===== src/rtl/line_buffer_3x3.sv =====
// line_buffer_3x3: raster-order pixel streamer for a 3x3 convolution engine.
// Two line buffers hold the previous two image rows. Every complete
// (no-padding) 3x3 window is presented on p00..p22 and held until the
// consumer acknowledges it.
//
// Handshakes:
//   pixel side : a pixel is transferred in any cycle where pix_valid and
//                pix_ready are both 1; pix_ready never depends on pix_valid.
//   window side: win_valid stays 1 with stable taps/coordinates until a
//                cycle with win_ack=1; win_ack is ignored while win_valid=0.
module line_buffer_3x3 #(
    parameter int IMG_W = 28,
    parameter int IMG_H = 28,
    localparam int WR_W = (IMG_H - 2 > 1) ? $clog2(IMG_H - 2) : 1,
    localparam int WC_W = (IMG_W - 2 > 1) ? $clog2(IMG_W - 2) : 1
) (
    input  logic            clk,
    input  logic            rst,
    input  logic            en,
    input  logic [7:0]      pix_in,
    input  logic            pix_valid,
    output logic            pix_ready,
    output logic [7:0]      p00,
    output logic [7:0]      p01,
    output logic [7:0]      p02,
    output logic [7:0]      p10,
    output logic [7:0]      p11,
    output logic [7:0]      p12,
    output logic [7:0]      p20,
    output logic [7:0]      p21,
    output logic [7:0]      p22,
    output logic            win_valid,
    input  logic            win_ack,
    output logic [WR_W-1:0] win_row,
    output logic [WC_W-1:0] win_col,
    output logic            frame_done
);

    localparam int ROW_W = $clog2(IMG_H);
    localparam int COL_W = $clog2(IMG_W);

    localparam logic [ROW_W-1:0] ROW_LAST = ROW_W'(IMG_H - 1);
    localparam logic [COL_W-1:0] COL_LAST = COL_W'(IMG_W - 1);
    localparam logic [ROW_W-1:0] ROW_ONE  = ROW_W'(1);
    localparam logic [COL_W-1:0] COL_ONE  = COL_W'(1);
    localparam logic [ROW_W-1:0] ROW_TWO  = ROW_W'(2);
    localparam logic [COL_W-1:0] COL_TWO  = COL_W'(2);
    localparam logic [WR_W-1:0]  WR_LAST  = WR_W'(IMG_H - 3);
    localparam logic [WC_W-1:0]  WC_LAST  = WC_W'(IMG_W - 3);

    // Incoming pixel position
    logic [ROW_W-1:0] row_q, row_d;
    logic [COL_W-1:0] col_q, col_d;

    // lb0 = row r-1, lb1 = row r-2 (not reset: always rewritten before use)
    logic [7:0] lb0_q [IMG_W];
    logic [7:0] lb1_q [IMG_W];

    // Window taps, [row][col], [0][0] = top-left
    logic [7:0] win_q [3][3];

    logic            win_valid_q, win_valid_d;
    logic [WR_W-1:0] win_row_q, win_row_d;
    logic [WC_W-1:0] win_col_q, win_col_d;
    logic            frame_done_q, frame_done_d;

    logic accept;
    logic win_complete;

    assign pix_ready    = en & (~win_valid_q | win_ack);
    assign accept       = pix_valid & pix_ready;
    assign win_complete = accept & (row_q >= ROW_TWO) & (col_q >= COL_TWO);

    // Next-state for position counters, window status and frame-done pulse
    always_comb begin
        row_d        = row_q;
        col_d        = col_q;
        win_valid_d  = win_valid_q;
        win_row_d    = win_row_q;
        win_col_d    = win_col_q;
        frame_done_d = win_ack & win_valid_q & (win_row_q == WR_LAST) & (win_col_q == WC_LAST);

        if (accept) begin
            if (col_q == COL_LAST) begin
                col_d = '0;
                row_d = (row_q == ROW_LAST) ? '0 : row_q + ROW_ONE;
            end else begin
                col_d = col_q + COL_ONE;
            end
        end

        // A newly completed window replaces the released one with no gap
        if (win_complete) begin
            win_valid_d = 1'b1;
            win_row_d   = WR_W'(row_q - ROW_TWO);
            win_col_d   = WC_W'(col_q - COL_TWO);
        end else if (win_ack && win_valid_q) begin
            win_valid_d = 1'b0;
        end
    end

    // Control and status registers
    always_ff @(posedge clk) begin
        if (rst) begin
            row_q        <= '0;
            col_q        <= '0;
            win_valid_q  <= 1'b0;
            win_row_q    <= '0;
            win_col_q    <= '0;
            frame_done_q <= 1'b0;
        end else begin
            row_q        <= row_d;
            col_q        <= col_d;
            win_valid_q  <= win_valid_d;
            win_row_q    <= win_row_d;
            win_col_q    <= win_col_d;
            frame_done_q <= frame_done_d;
        end
    end

    // Window shift register: shift left, new right column from line buffers
    always_ff @(posedge clk) begin
        if (rst) begin
            for (int r = 0; r < 3; r++) begin
                for (int c = 0; c < 3; c++) begin
                    win_q[r][c] <= '0;
                end
            end
        end else if (accept) begin
            for (int r = 0; r < 3; r++) begin
                win_q[r][0] <= win_q[r][1];
                win_q[r][1] <= win_q[r][2];
            end
            win_q[0][2] <= lb1_q[col_q];
            win_q[1][2] <= lb0_q[col_q];
            win_q[2][2] <= pix_in;
        end
    end

    // Line buffer storage: push the column down one row on every accept
    always_ff @(posedge clk) begin
        if (accept) begin
            lb1_q[col_q] <= lb0_q[col_q];
            lb0_q[col_q] <= pix_in;
        end
    end

    assign p00        = win_q[0][0];
    assign p01        = win_q[0][1];
    assign p02        = win_q[0][2];
    assign p10        = win_q[1][0];
    assign p11        = win_q[1][1];
    assign p12        = win_q[1][2];
    assign p20        = win_q[2][0];
    assign p21        = win_q[2][1];
    assign p22        = win_q[2][2];
    assign win_valid  = win_valid_q;
    assign win_row    = win_row_q;
    assign win_col    = win_col_q;
    assign frame_done = frame_done_q;

endmodule


===== config.mk =====
export PLATFORM = sky130hd
export DESIGN_NAME = line_buffer_3x3
export DESIGN_NICKNAME = d
export VERILOG_FILES = /design/src/rtl/line_buffer_3x3.sv
export SDC_FILE = /design/constraint.sdc
export NUM_CORES = 1
export LEC_CHECK = 0
export BUFFER_PORTS_ARGS = -buffer_cell sky130_fd_sc_hd__buf_2
export CAP_MARGIN = 20
export CORE_ASPECT_RATIO = 0.8
export CORE_MARGIN = 4
export CORE_UTILIZATION = 55
export CTS_CLUSTER_SIZE = 16
export DETAILED_ROUTE_END_ITERATION = 12
export GPL_TIMING_DRIVEN = 0
export MAX_ROUTING_LAYER = met4
export PLACE_DENSITY = 0.81
export SLEW_MARGIN = 15
export SYNTH_ARGS = -nofsm -noshare
export SYNTH_HDL_FRONTEND = slang
export SYNTH_SLANG_ARGS = --single-unit

===== constraint.sdc =====
create_clock -name clk -period 3 [get_ports clk]
set_input_delay 0.45 -clock clk [delete_from_list [all_inputs] [get_ports clk]]
set_output_delay 0.45 -clock clk [all_outputs]
set_load 0.01 [all_outputs]

==> metrics <==
TritonCTS clock tree=done; CORE AREA=between 30000 and 40000 µm²; met1 Usage GRT=0.3378; CTS Root Cell=clkbuf_16; WL/cell=approximately 28 µm; Hold Crit Class=in2reg; final WL=between 50000 and 60000 µm; Yosys cell types=44; hold path cells=3; status=finished clean; Die Width=approximately 230 µm; Peak VDD IR=between 0.4 and 0.5 mV; Max Slew Vio Count=0; vias per cell=6.442; Cell Pwr Density=621.6 nW/µm²; GRT Total Usage=0.2499; Std-Cell Rows=64; post-layout min period=a little under 3 ns; Cells after Synth=roughly 1100; CP Max Fanout=9; clock-pin slew of the registers on the worst-case setup and hold paths=about 0.060 ns; I/O Pins=98; Congestion Overflow GR=0; initial core utilization=0.5582; ys flop type=edfxtp_1; share of the synthesized area in the top cell type=0.7309; Fin. Hold Viols=0; Final Setup Violations=0; Routed Antenna Nets=0; first-pass GRT wire length=75920 µm; M2 GR Usage=0.3726; Sw Share=0.2120; Setup CP Type=reg2reg; worst slew pin tran=about 0.88 ns; Hold EP=frame_done; Synth Cell Area=~21000 µm²; slew margin rel.=0.4094; Critical Path AT=roughly 3.3 ns; initial DRC count=between 1000 and 1500; Max H-tree Level=2; Post-synth EDFFs=520; Die H=~180 µm; post-synthesis sequential area ratio=0.7561; sequential power share=0.557; Worst Setup End Kind=flip-flop; met3 usage in global routing=0.06907; hold wc startpoint=win_ack; most frequent cells in the layout=520 x edfxtp_1, 108 x buf_2, 100 x mux2i_1; top post-synthesis cells by area=edfxtp_1 73%, mux4_2 6.0%, mux2i_1 4.7%; highest clock rate=between 300 and 400 MHz; IO Port Bufs=96; vias=approximately 12000; Post-route DRC=0; Comb pwr share=0.050; maximum clock path buffer count=3; routability-driven placement congestion ratio=0.9162; area of the die=around 42000 µm²; Clock Skews=slightly below 0.02 ns; worst reg-to-reg setup slack=approximately 0.031 ns; Clk pwr share=0.393; cell count of the worst reg-to-reg path=5; fin crit share=0.9897; Yosys warnings=0; filler cell count=between 2000 and 3000; syn nets=1171; Area Growth Syn to Fin=15.15%; RSZ-0062 raised after global routing=false; TritonCTS buffer count=50; layout cells sized above 1=0.2484; hold slack final=~0.17 ns; startpoint types=flip-flop; clk_lat worst skew=0.58 ns; Max Cap Viol=0; CTS Hold Bufs=0; busiest grt layer=met2; commonest non-fill, non-tap cell in the layout=edfxtp_1; Worst EP required=approximately 3.3 ns; Post-DP HPWL=33760 µm; number of synthesized register bits=about 550; initial antenna violation count=1; Clock Sinks=~550; largest net degree at the start of global routing=65; Power Internal=roughly 12 mW; number of global-route vias before repair=11870; Sw Pwr=3.243 mW; final net count=1353; RR Endpoint=win_q[0][7]; Total Power=15.29 mW; Synth area leader=edfxtp_1; 1st-pass router iterations=5; Mean Syn Cell Area=between 15 and 20 µm²; Pleak=8.209 nW; asr flop ratio synth=0
-- sequential cells by signal, summed over array words and instances, names as in the netlist, named ones only --
signal      count
lb0_q         224
lb1_q         224
win_q          72
col_q           5
row_q           5
win_col         5
win_row         5
frame_done      1
win_valid       1
-- metrics by stage --
step                      cell area (µm²)  std cells  setup slack (ns)  TNS (ns)    util
final                               24600       1866           0.03102         0  0.6428
after global routing                24600       1865           0.05381         0  0.6427
after floorplan                     21370       1148           0.02220         0       -
after global placement              22470       1739            -1.758   -390.22  0.5869
after CTS                           24550       1861           0.01705         0  0.6414
after detailed placement            22980       1770           -0.6602    -71.66  0.6005
-- timing repair --
item / in CTS / in global routing
gates cloned: 0 / 0
pin swaps: 0 / 2
resized for setup: 9 / 7
setup endpoints to repair: 140 / 172
setup buffers: 0 / 3
-- cell type report --
type                       instances  area [µm²]  share of cell area
buffer                            68       392.9             0.01597
timing repair buffer             130       922.1             0.03748
sequential                       547       16160              0.6567
antenna                            2       5.005           0.0002034
clock inverter                    27       176.4            0.007171
clock buffer                      64        1335             0.05426
multi-input combinational        522        4955              0.2014
tap                              495       619.3             0.02517
inverter                          11       41.29            0.001678
-- cell families (layout without fill, tap and decap cells) --
kind of cell               count (synthesis)  count (layout)  share of synthesized area
xor gates and xnor gates                   4               4                   0.001640
adders and majority gates                 10              10                   0.005856
other                                      0               2                          0
buffers and inverters                     79             300                    0.02015
AOI/OAI and AO/OA                        137             137                    0.04550
and+or+nand+nor                          196             196                    0.04866
muxes                                    175             175                     0.1220
DFF                                      547             547                     0.7561
-- worst max-delay path by stage --
stage                          from           end  slack [ns]  depth (start not counted)
after floorplan                 rst   win_q[0][0]        0.02                          4
after global placement    flip-flop   lb1_q[6][2]       -1.76                          7
after CTS                 flip-flop  lb1_q[14][7]        0.02                          6
after detailed placement  flip-flop  lb1_q[14][4]       -0.66                          6
final                     flip-flop   win_q[0][7]        0.03                          5
after global routing      flip-flop   win_q[0][7]        0.05                          5
-- cells in the mapped netlist (9+ instances only) --
cell type and instances:
nand3_1 34, nand2b_1 9, buf_2 12, nor2b_1 9, clkbuf_1 36, a22oi_1 39, mux2i_1 100, nor2_1 36
edfxtp_1 520, a211oi_1 14, ha_1 10, inv_1 10, a31oi_1 23, mux4_2 57, and3_1 61, nand2_1 21
a21oi_1 26, dfxtp_1 27, mux2_2 10
-- routing by layer --
metal	vias up	part of all wire
met4	0	0.037
met3	122	0.12
met2	779	0.46
met5	-	0
met1	6087	0.38
li1	5032	-
-- worst max-delay path, cell delays in order, from the launching register on --
cell	delay, ns
dfxtp_1	0.31
clkbuf_1	0.46
clkinv_1	0.47
nor2_1	0.73
nand3_1	0.32
a31oi_1	0.42
-- power by group through the flow --
stage | sequential, mW | combinational, mW | clock [mW]
2_1_floorplan | 8.71 | 0.367 | 0
4_1_cts | 8.52 | 0.750 | 6.03
5_1_grt | 8.52 | 0.812 | 6.38
3_3_place_gp | 8.69 | 0.684 | 0
6_report | 8.52 | 0.770 | 6.00
3_5_place_dp | 8.69 | 0.739 | 0
Power figures use the tool's default switching activity.
